### src/rtl/jtpopeye_prom_loader.sv
// jtpopeye_prom_loader: turns the ioctl download stream into colour-PROM write strobes.
// Optional checksum checking is enabled by defining JTPOPEYE_PROM_CHK_EN.
module jtpopeye_prom_loader #(
    parameter logic [21:0] PROM_START = 22'h0,
    parameter int unsigned WE_LEN     = 2,
    parameter logic [7:0]  PROM_CHK   = 8'h00
) (
    input  logic        clk,
    input  logic        rst_n,
    input  logic        downloading,
    input  logic [21:0] ioctl_addr,
    input  logic [7:0]  ioctl_data,
    input  logic        ioctl_wr,
    output logic [7:0]  prog_addr,
    output logic [7:0]  prom_din,
    output logic        prom_4a_we,
    output logic        prom_3a_we,
    output logic        prom_5b_we,
    output logic        prom_5a_we,
    output logic        prom_done,
    output logic        overrun,
    output logic        chk_ok
);
    typedef enum logic [1:0] {IDLE, LOAD, DONE} state_t;
    localparam logic [3:0] WE_INIT = 4'(WE_LEN);
    state_t st, st_nxt;
    logic dl_prev;
    logic [3:0] we_cnt;
    logic [1:0] rgn, iss_rgn;
    logic pend_v;
    logic [9:0] pend_off, iss_off, iss_base, cnt;
    logic [7:0] pend_data, iss_data;
    logic [22:0] diff;
    logic in_rng, acc, start, active, issue_pend, issue_new, issue, drained;
    // Borrow bit of the widened subtraction flags addresses below PROM_START.
    assign diff       = {1'b0, ioctl_addr} - {1'b0, PROM_START};
    assign in_rng     = !diff[22] && diff[21:0] < 22'h240;
    assign acc        = ioctl_wr && downloading && in_rng;
    assign start      = downloading && !dl_prev;
    assign active     = we_cnt != 4'd0;
    assign drained    = !active && !pend_v;
    assign issue_pend = !active && pend_v;
    assign issue_new  = !active && !pend_v && acc;
    assign issue      = issue_pend || issue_new;
    assign iss_off    = issue_pend ? pend_off : diff[9:0];
    assign iss_data   = issue_pend ? pend_data : ioctl_data;
    assign iss_rgn    = iss_off < 10'h020 ? 2'd0 : iss_off < 10'h040 ? 2'd1 :
                        iss_off < 10'h140 ? 2'd2 : 2'd3;
    assign iss_base   = iss_rgn == 2'd0 ? 10'h000 : iss_rgn == 2'd1 ? 10'h020 :
                        iss_rgn == 2'd2 ? 10'h040 : 10'h140;
    always_ff @(posedge clk or negedge rst_n) begin
        if (!rst_n) st <= IDLE;
        else        st <= st_nxt;
    end
    always_comb begin
        st_nxt = start ? LOAD :
                 (st == LOAD && !downloading && drained) ? (cnt == 10'd576 ? DONE : IDLE) : st;
    end
    always_comb begin
        prom_done = st == DONE;
        {prom_5a_we, prom_5b_we, prom_3a_we, prom_4a_we} = active ? 4'b0001 << rgn : 4'b0000;
    end
    always_ff @(posedge clk or negedge rst_n) begin
        if (!rst_n) begin
            dl_prev   <= 1'b0;
            we_cnt    <= 4'd0;
            rgn       <= 2'd0;
            prog_addr <= 8'd0;
            prom_din  <= 8'd0;
            pend_v    <= 1'b0;
            pend_off  <= 10'd0;
            pend_data <= 8'd0;
            overrun   <= 1'b0;
            cnt       <= 10'd0;
        end else begin
            dl_prev <= downloading;
            we_cnt  <= issue ? WE_INIT : active ? we_cnt - 4'd1 : 4'd0;
            if (issue) begin
                rgn       <= iss_rgn;
                prog_addr <= 8'(iss_off - iss_base);
                prom_din  <= iss_data;
            end
            pend_v <= issue_pend ? acc : pend_v || (active && acc);
            if (issue_pend ? acc : (active && acc && !pend_v)) begin
                pend_off  <= diff[9:0];
                pend_data <= ioctl_data;
            end
            overrun <= !start && (overrun || (active && acc && pend_v));
            cnt     <= start ? 10'(issue) : cnt + 10'(issue && cnt != 10'd576);
        end
    end
`ifdef JTPOPEYE_PROM_CHK_EN
    logic [7:0] sum;
    always_ff @(posedge clk or negedge rst_n) begin
        if (!rst_n) begin
            sum    <= 8'd0;
            chk_ok <= 1'b0;
        end else begin
            sum <= (start ? 8'd0 : sum) + (issue ? iss_data : 8'd0);
            if (start) chk_ok <= 1'b0;
            else if (st_nxt == DONE && st != DONE) chk_ok <= sum == PROM_CHK;
        end
    end
`else
    logic unused_chk;
    assign unused_chk = ^PROM_CHK;
    assign chk_ok = 1'b1;
`endif
endmodule

### config.mk
export PLATFORM = sky130hd
export DESIGN_NAME = jtpopeye_prom_loader
export DESIGN_NICKNAME = d
export VERILOG_FILES = /design/src/rtl/jtpopeye_prom_loader.sv
export SDC_FILE = /design/constraint.sdc
export NUM_CORES = 1
export LEC_CHECK = 0
export CORE_MARGIN = 8
export CORE_UTILIZATION = 30
export CTS_BUF_LIST = sky130_fd_sc_hd__clkbuf_4 sky130_fd_sc_hd__clkbuf_8 sky130_fd_sc_hd__clkbuf_16
export DETAILED_ROUTE_END_ITERATION = 16
export PLACE_DENSITY = 0.61
export SYNTH_ARGS = -nofsm -noshare
export SYNTH_HDL_FRONTEND = slang
export SYNTH_SLANG_ARGS = --single-unit
### constraint.sdc
create_clock -name clk -period 3.2 [get_ports clk]
set_input_delay 0.64 -clock clk [delete_from_list [all_inputs] [get_ports clk]]
set_output_delay 0.64 -clock clk [all_outputs]
set_load 0.02 [all_outputs]
==> insert_results.sql <==
INSERT INTO impl_metrics (metric_group, metric, value, unit) VALUES
('clocking', 'clockBufferDepth', '2', ''),
('floorplan', 'placement_rows', '34', ''),
('power', 'netSwitchingFraction', '22.36', '%'),
('floorplan', 'die_width', '109.9', 'um'),
('clocking', 'holdBufCountCts', '0', ''),
('floorplan', 'top_level_ports', '57', ''),
('global_routing', 'antenna_violations_before_repair', '0', ''),
('clocking', 'cts_setup_buffers', '0', ''),
('clocking', 'cts.reportedPaths.clkPinSlew', '100', 'ps'),
('timing', 'timing.slew.headroom', '34.27', '%'),
('global_routing', 'grt_first_pass_wirelength', '10090', 'um'),
('logic_synthesis', 'asyncSetResetFlopFracSynth', '100.0', '%'),
('logic_synthesis', 'synth_flop_cell', 'dfrtp_1', ''),
('clocking', 'clock_tree_from_tritoncts', 'done', ''),
('setup_path', 'type_of_destination_of_the_critical_path', 'output port', ''),
('timing', 'report.final.setup_viol', '0', ''),
('min_path', 'timing.hold.worst.class', 'primary input to asynchronous set/reset pin', ''),
('place', 'dpl.hpwl', '4194', 'um'),
('logic_synthesis', 'synth_nets', '250', ''),
('timing', 'grt_setup_unrepaired', 'no', ''),
('floorplan', 'core_region_area', '8636', 'um2'),
('setup_path', 'timing.critical_path.from_type', 'flop', ''),
('drt', 'detailedRoute.firstIterationViolations', '52', ''),
('finish', 'num_antenna_cells', '0', ''),
('logic_synthesis', 'synth_edf_count', '0', ''),
('clocking', 'cts.sinks', '55', ''),
('drt', 'avgViaCountPerCell', '4.782', ''),
('drt', 'route.top_layer_used', 'met4', ''),
('drt', 'drcViolationCount', '0', ''),
('status', 'status', 'finished clean', ''),
('power', 'leakage', '1.527', 'nW'),
('drt', 'via_count', '1841', ''),
('logic_synthesis', 'syn_area_per_cell', '12.41', 'um2'),
('logic_synthesis', 'yosysSeqAreaShare', '52.06', '%'),
('clocking', 'numCtsBuffers', '5', ''),
('logic_synthesis', 'post_synth_inst_count', '213', ''),
('drt', 'wl_per_cell', '15.10', 'um'),
('timing', 'final.setup_skew', '4.284', 'ps'),
('drt', 'first_pass_iters', '4', ''),
('floorplan', 'initial_utilization', '30.61', '%'),
('timing', 'final_max_slew_viol_count', '0', ''),
('logic_synthesis', 'synthesized_flop_and_latch_total', '55', ''),
('power', 'power_density', '339.2', 'nW/um2'),
('timing', 'period_minus_slack', '2993', 'ps'),
('logic_synthesis', 'total_standard_cell_area_after_synthesis', '2644', 'um2'),
('timing', 'timing_worst_slew_pin_value', '985.9', 'ps'),
('power', 'cell_internal_pwr', '0.9115', 'mW'),
('logic_synthesis', 'yosys.cell_types.count', '38', ''),
('setup_path', 'critical_path_peak_fanout', '10', ''),
('global_routing', 'grt_max_degree', '45', ''),
('logic_synthesis', 'synthesis.yosys.warnings', '0', ''),
('drt', 'wl_met3', '332', 'um'),
('run', 'cap_viol_max_count', '0', ''),
('clocking', 'clockRootBuffer', 'clkbuf_8', ''),
('global_routing', 'grt_overflow_total', '0', ''),
('setup_path', 'timing_worst_setup_path_type', 'flop to output port', ''),
('finish', 'p_r_area_growth_vs_syn', '30.90', '%'),
('clocking', 'postCtsResizedCells', '0', ''),
('floorplan', 'die_span_y', '109.9', 'um'),
('power', 'sequentialPowerShare', '59.4', '%'),
('timing', 'final_period_utilization', '93.52', '%'),
('power', 'p_switching', '0.2625', 'mW'),
('global_routing', 'grt_pass1_vias', '2094', ''),
('timing', 'timing.setup.tns', '0', 'ps'),
('setup_path', 'required_time_of_the_critical_path', '2560', 'ps'),
('place', 'io_buffer_count', '55', ''),
('clocking', 'htree_num_levels', '2', ''),
('place', 'routability_driven_placement_congestion_ratio', '0.7692', ''),
('drt', 'ant_nets', '0', ''),
('timing', 'final_hold_viol_count', '0', ''),
('power', 'comb_power_share', '7.6', '%'),
('global_routing', 'track_usage', '10.54', '%'),
('finish', 'fin_nets', '313', ''),
('finish', 'finish.utilization', '40.08', '%'),
('setup_path', 'reg2reg_setup_slack', '600', 'ps'),
('power', 'power.ir.vdd_worst', '0.0001756', 'V'),
('timing', 'maxClockFrequency', '334.1', 'MHz'),
('finish', 'layout-drive-gt1-share', '25.99', '%'),
('floorplan', 'die_area', '12070', 'um2'),
('setup_path', 'worst_ep_arrival_time', '2350', 'ps'),
('power', 'p_clk_share', '32.9', '%'),
('drt', 'wirelength', '5812', 'um'),
('drt', 'drt-met1-wl', '2460', 'um'),
('drt', 'detailroute.wirelength.met2', '2974', 'um'),
('clocking', 'clk_latency', '310', 'ps');
==> power groups by stage <==
stage	combinational [mW]	sequential, mW	clock, mW
detailed placement	0.0921	0.712	0
global placement	0.0909	0.712	0
floorplan	0.0230	0.712	0
finish	0.0897	0.698	0.387
CTS	0.0921	0.698	0.409
global route	0.101	0.698	0.434
==> registers in the layout, indices dropped and copies added, names as in the netlist <==
| signal | cells |
|---|---|
| overrun | 1 |
| cnt | 10 |
| pend_off | 10 |
| prom_din | 8 |
| st | 2 |
| prog_addr | 8 |
| we_cnt | 4 |
| dl_prev | 1 |
| pend_data | 8 |
| pend_v | 1 |
| rgn | 2 |
==> stage by stage <==
step	instances	worst slack (ps)	area (um2)	power (mW)	hold WS, ps
2_1_floorplan	213	615.1	2644	0.7348	344.4
3_3_place_gp	377	326.4	3372	0.8024	486.1
3_5_place_dp	377	223.8	3372	0.8036	492.6
4_1_cts	385	162.2	3461	1.199	514.5
5_1_grt	385	86.97	3461	1.233	532.6
6_report	385	207.2	3461	1.174	485.8
==> path summary, 6_finish.rpt <==
path,startpoint,end,cells after the start
min reg2reg,pend_data[4]$_DFFE_PN0P_,pend_data[4]$_DFFE_PN0P_,1
min in group clk,pend_data[4]$_DFFE_PN0P_,pend_data[4]$_DFFE_PN0P_,1
min,rst_n,cnt[5]$_DFF_PN0_,1
max,we_cnt[3]$_DFF_PN0_,prom_5a_we,3
max in group asynchronous,rst_n,we_cnt[3]$_DFF_PN0_,2
max reg2reg,we_cnt[3]$_DFF_PN0_,prog_addr[7]$_DFFE_PN0N_,8
==> layer usage <==
layer,GRT usage [%],vias up
met1,11.89,911
met5,0,-
met4,2.218,0
li1,-,892
met3,3.341,6
met2,18.96,32
==> logic make-up after synthesis <==
group	Yosys count	share of synthesized area (%)
compound gates	18	5.064
xor+xnor	8	2.650
fa+ha+maj	4	1.799
buf+inv	10	2.035
flops	55	52.06
mux	51	21.63
other cells	1	0.1418
simple gates	66	14.62
==> placed cells by master (no fill, tap or decap), types with 6 or more instances in the layout <==
cell type        count
dfrtp_1             55
xor2_1               6
clkdlybuf4s50_1     54
mux2_2              49
o21a_1               6
nand2_1              9
nand3_1              6
nor2_1              14
buf_4                8
==> synth_stat cells (2+ instances only) <==
library cell / count / area share, %
dfrtp_1: 55 / 52
mux2_2: 49 / 21
nor2_1: 14 / 2.0
nand2_1: 9 / 1.3
nand3_1: 6 / 1.1
o21a_1: 6 / 1.7
xor2_1: 6 / 2.0
nor3_1: 5 / 0.95
nor4_1: 5 / 1.2
o21ai_0: 5 / 0.95
buf_2: 4 / 0.76
nand4b_1: 4 / 1.3
nor2b_1: 4 / 0.95
nor4b_1: 4 / 1.3
and3_1: 3 / 0.71
ha_1: 3 / 1.4
and2_1: 2 / 0.47
clkbuf_1: 2 / 0.28
inv_1: 2 / 0.28
mux2i_1: 2 / 0.76
nand2b_1: 2 / 0.47
nand4_1: 2 / 0.47
o31ai_1: 2 / 0.57
or4_1: 2 / 0.57
xnor2_1: 2 / 0.66
==> worst max-delay path: stages (launching register included) <==
cell and delay, ps:
dfrtp_1 460, or4_1 760, and3_1 280, clkdlybuf4s50_1 530
==> layout make-up <==
class,count,area (um2)
inverter,2,7.507
tap,108,135.1
multi-input combinational,148,1227
clock buffer,6,76.32
sequential,55,1376
fill,843,5175
clock inverter,2,12.51
timing repair buffer,64,625.6
(Power assumes the default switching activity.)
==> patch 1 (same settings) <==
Put a register stage on the output `prom_5a_we`, cleared by the reset. The value now appears one clock later. The other outputs are not delayed to match.
--- a/src/rtl/jtpopeye_prom_loader.sv
+++ b/src/rtl/jtpopeye_prom_loader.sv
@@ -23,6 +23,8 @@
 );
     typedef enum logic [1:0] {IDLE, LOAD, DONE} state_t;
     localparam logic [3:0] WE_INIT = 4'(WE_LEN);
+
+    logic prom_5a_we_d;
     state_t st, st_nxt;
     logic dl_prev;
     logic [3:0] we_cnt;
@@ -58,7 +60,7 @@
     end
     always_comb begin
         prom_done = st == DONE;
-        {prom_5a_we, prom_5b_we, prom_3a_we, prom_4a_we} = active ? 4'b0001 << rgn : 4'b0000;
+        {prom_5a_we_d, prom_5b_we, prom_3a_we, prom_4a_we} = active ? 4'b0001 << rgn : 4'b0000;
     end
     always_ff @(posedge clk or negedge rst_n) begin
         if (!rst_n) begin
@@ -106,5 +108,13 @@
     assign unused_chk = ^PROM_CHK;
     assign chk_ok = 1'b1;
 `endif
+    always_ff @(posedge clk or negedge rst_n) begin
+        if (!rst_n) begin
+            prom_5a_we <= '0;
+        end else begin
+            prom_5a_we <= prom_5a_we_d;
+        end
+    end
+
 endmodule
 
Function: changed (Yosys sat finds a counterexample within 4 cycles, from zero or initial values and one cycle with rst_n low).
==> patch 1 against the unedited design <==
  * Via count is 2.4% higher
  * Sequential share of layout area is 0.25 points higher
  * Sequential cell count grew 1
  * Critical path depth rose by 1
  * Setup slack improved by 0.042 ns
  * First-iteration DRC count fell by 31%
  * Critical path type unchanged
  * Routed wire length grew 5.5%
  * Cell area rose by 1.2%
  * Area after synthesis up 0.95%
  * Combinational power increased by 2%
  * Clock power grew 7.2%
  * Total power is 3.6% higher
  * Synthesized cell count is 0.47% higher
==> patch 1: results (changes against the unedited design) <==
| Metric | Value |
|---|---|
| Top cells by area, synth | `dfrtp_1 (53%), mux2_2 (21%), nor2_1 (2.0%), xor2_1 (2.0%), o21a_1 (1.7%)` |
| Max VDD drop | `173 uV (-1.8%)` |
| Status | `finished clean` |
| DP HPWL | `4.52 mm (+7.8%)` |
| Syn Inst Count | `214 (+0.47%)` |
| Largest net degree at the start of global routing | `30 (-33%)` |
| Reg2Reg Setup Slack | `0.57 ns (-0.03 ns)` |
| Max stage delay on crit path | `0.78 ns (+0.02 ns)` |
| Layout Cells excl Fill | `387 (+0.52%)` |
| Post-Route Skew | `0.00865 ns (+0.00437 ns)` |
| Post-synth top cells | `dfrtp_1 (56), mux2_2 (49), nor2_1 (14), nand2_1 (9)` |
| Vias/cell | `4.87 (+1.9%)` |
| 1st-iter DRT viols | `36 (-31%)` |
| CP Data Arrival Time | `2.31 ns (-0.04 ns)` |
| Wirelength per Cell | `15.8 um (+4.9%)` |
| Placed cell area | `3400 sq um (+0.97%)` |
| Seq group | `710 uW (+2%)` |
| GP Congestion | `0.777 (+0.99%)` |
| Placed cells | `379 (+0.53%)` |
| Share of cells above drive strength 1 | `26.2% (+0.17 points)` |
| Length in cells of the worst reg-to-reg path | `8 (unchanged)` |
| Syn Nets | `251 (+0.40%)` |
| Total GRT Usage | `10.7% (+0.16 points)` |
| Leakage | `0.00155 uW (+1.7%)` |
| Number of global-route vias before repair | `1976 (-5.6%)` |
| Crit path capture | `prom_5b_we` |
| Final #Nets | `315 (+0.64%)` |
| Internal power | `957 uW (+5.0%)` |
## patch 1: routing by layer
layer	vias to the layer above	GRT usage, %	part of all wire [%]
met5	-	0	0
met4	0	2.57	0.39
met3	2	3.55	6.7
met2	43	18.3	49
met1	944	12.7	44
li1	896	-	-
## patch 1: through the flow
stage	setup slack, ns	power [uW]
3_5_place_dp	0.238	818
4_1_cts	0.209	1240
6_report	0.249	1220
3_3_place_gp	0.340	816
2_1_floorplan	0.615	748
5_1_grt	0.130	1280
## patch 1: cell families (layout without fill, tap and decap cells)
logic type,count (synthesis),after routing,synth area share (%)
simple gates,66,66,14.5
flops,56,56,52.5
mux,51,51,21.4
compound gates,18,18,5.02
buf+inv,10,75,2.02
xor+xnor,8,8,2.63
fa+ha+maj,4,4,1.78
other cells,1,1,0.141
## patch 1: critical path, delay by kind of cell, from the launching register on
family	cells	cell delay (ns)
and+or+nand+nor	3	0.99
buffers and inverters	1	0.54
DFF	1	0.47
## patch 1: area by class of cell
cell class                 count  area (sq um)
sequential                    56          1400
timing repair buffer          65           633
multi-input combinational    148          1230
fill                         889          5180
tap                          108           135
clock buffer                   8          97.6
inverter                       2          7.51
## patch 1: how the worst min path moves through the flow
| stage | end | slack, ns | start | cells past startpoint |
|---|---|---|---|---|
| global placement | overrun | 0.47 | overrun | 1 |
| detailed placement | pend_data[1] | 0.49 | pend_data[1] | 1 |
| global route | we_cnt[0] | 0.35 | rst_n | 2 |
| finish | we_cnt[0] | 0.33 | rst_n | 2 |
| CTS | we_cnt[0] | 0.34 | rst_n | 2 |
| floorplan | cnt[0] | 0.34 | rst_n | 0 |
==> patch 2 (same settings) <==
Without the edit above. Build with the macro `JTPOPEYE_PROM_CHK_EN` defined.
--- a/src/rtl/jtpopeye_prom_loader.sv
+++ b/src/rtl/jtpopeye_prom_loader.sv
@@ -1,5 +1,7 @@
 // jtpopeye_prom_loader: turns the ioctl download stream into colour-PROM write strobes.
 // Optional checksum checking is enabled by defining JTPOPEYE_PROM_CHK_EN.
+`define JTPOPEYE_PROM_CHK_EN
+
 module jtpopeye_prom_loader #(
     parameter logic [21:0] PROM_START = 22'h0,
     parameter int unsigned WE_LEN     = 2,
Function: changed (a bounded check fails within 4 cycles, from zero or initial values and one cycle with rst_n low).
==> patch 2 against the unedited design <==
  * Maximum frequency up 0.15%
  * Cell area up 25%
  * Total power up 33%
  * Sequential cell count up 9
  * Setup slack better by 0.0045 ns
  * Area after synthesis up 23%
  * Worst hold slack worse by 0.12 ns
  * Via count up 25%
  * Final cell count up 29%
  * First-iteration DRC count up 42%
  * Clock skew up 0.0042 ns
  * Routed wire length up 25%
==> patch 2: results (changes against the unedited design) <==
| Metric | Value |
|---|---|
| Leakage | `0.00219 uW (+44%)` |
| Worst Path Max Fanout | `6 (-4)` |
| Root Buffer | `clkbuf_8` |
| Top cells by area, synth | `dfrtp_1 (49%), mux2_2 (7.6%), mux2i_1 (5.8%), mux2_4 (4.6%), ha_1 (3.8%)` |
| Final #Nets | `396 (+27%)` |
| Post-CTS sizing | `0 (unchanged)` |
| Vias | `2304 (+25%)` |
| Router iterations before antenna repair | `4 (unchanged)` |
| H-tree Lvls | `3 (+1)` |
| Status | `finished clean` |
| Clk_lat worst skew | `0.34 ns (+0.03 ns)` |
| CTS Buf Count | `9 (+4)` |
| Filler Cells Inserted | `1043 (+24%)` |
| Placed cell area | `4120 sq um (+22%)` |
| Post-synth top cells | `dfrtp_1 (64), nor2_1 (24), mux2_2 (22), mux2i_1 (19), inv_1 (11)` |
| Max VDD drop | `189 uV (+7.4%)` |
| Final hold violations | `0 (unchanged)` |
| Longest Clk Path Bufs | `2 (unchanged)` |
| Largest registers | `cnt: 10 flops, pend_off: 10 flops` |
| Port buffer count | `56 (+1.8%)` |
| FFs w/ async S/R, synth | `100% (unchanged)` |
| GP Congestion | `0.816 (+6.1%)` |
| Syn Nets | `315 (+26%)` |
| Post-Route Skew | `0.00853 ns (+0.00425 ns)` |
| Yosys warns | `0 (unchanged)` |
| Post-CTS setup buffers | `0 (unchanged)` |
| Share of cells above drive strength 1 | `22.5% (-3.5 points)` |
| Ys flop type | `dfrtp_1` |
| Number of global-route vias before repair | `2437 (+16%)` |
| Unique cell type count in the Yosys netlist | `49 (+29%)` |
| Sequential fraction of the synthesis area | `49.1% (-2.9 points)` |
| Total GRT Usage | `10.7% (+0.13 points)` |
| Clock-pin transition on the worst setup and hold timing paths | `0.07 ns (-0.03 ns)` |
| Antenna fix cells | `0 (unchanged)` |
| Max stage delay on crit path | `0.76 ns (about the same)` |
| DP HPWL | `5.50 mm (+31%)` |
| Max-Cap Viols | `0 (unchanged)` |
| 1st-iter DRT viols | `74 (+42%)` |
| Wirelength per Cell | `14.6 um (-3.0%)` |
| Slew headroom | `47.4% (+13 points)` |
| CP max-delay cell | `or4_1` |
| Largest net degree at the start of global routing | `35 (-22%)` |
| Initial antenna violation count | `0 (unchanged)` |
| Worst Hold Class | `input pin to asynchronous set/reset pin` |
| First-pass GRT wire length | `12.2 mm (+21%)` |
patch 2: changes by cell type after synthesis, sizes merged, moves of 4 or more:
| cell | change |
|---|---|
| mux2i | +17 |
| mux2 | -16 |
| nor2 | +11 |
| dfrtp | +9 |
| inv | +9 |
| ha | +7 |
| and2 | +6 |
| xnor2 | +6 |
| a21oi | +5 |
| o21a | -5 |
| nand3 | +4 |
patch 2: report_power, final:
group / internal, uW / switching (uW) / leakage [uW]
combinational: 54.4 / 44.2 / 0.00125
sequential: 811 / 1.54 / 0.000843
clock: 350 / 305 / 0.000103
total: 1220 / 350 / 0.00219
patch 2: final timing paths:
check                      slack [ns]  cells after the start           end         from
max                              0.21                      3    prom_5a_we    we_cnt[3]
min                              0.37                      1  prog_addr[2]        rst_n
max reg2reg                      0.41                     11        sum[6]    we_cnt[3]
min reg2reg                      0.50                      1   prom_din[7]  prom_din[7]
max in group asynchronous        2.20                      2        pend_v        rst_n
min in group clk                 0.50                      1   prom_din[7]  prom_din[7]
patch 2: kinds of logic after synthesis:
logic type	after synthesis	synth area share [%]
xor gates and xnor gates	17	5.14
DFF	64	49.1
buffers and inverters	19	3.30
adders and majority gates	12	4.76
AOI/OAI and AO/OA	26	5.03
and+or+nand+nor	80	14.3
muxes	52	18.4
patch 2: critical path: cells and delay by family (launching register included):
kind,cells,cell delay (ns)
flip-flops,1,0.43
buffers and inverters,1,0.54
AND/OR/NAND/NOR,2,1.04
patch 2: final cells by class:
| cell class | count | share of cell area (%) |
|---|---|---|
| Clock inverter | 3 | 0.348 |
| Multi-Input combinational cell | 187 | 36.2 |
| Inverter | 11 | 0.957 |
| Sequential cell | 64 | 37.1 |
| Clock buffer | 13 | 4.00 |
| Tap cell | 140 | 4.06 |
| Timing Repair Buffer | 78 | 17.3 |
patch 2: layer usage:
layer,global-route usage [%],share of wire [%]
met4,4.84,1.6
met3,3.78,5.8
met5,0,0
met1,13.6,47
met2,16.0,45
patch 2: metrics by stage:
step	utilization, %	setup slack (ns)	TNS [ns]	std cells	power (uW)
CTS	40.0	0.180	0	496	1580
floorplan	-	0.0880	0	270	849
finish	40.2	0.212	0	496	1570
detailed placement	38.3	-0.131	-0.493	480	928
global placement	38.3	-0.0490	-0.128	480	926
global route	40.2	0.0265	0	496	1640
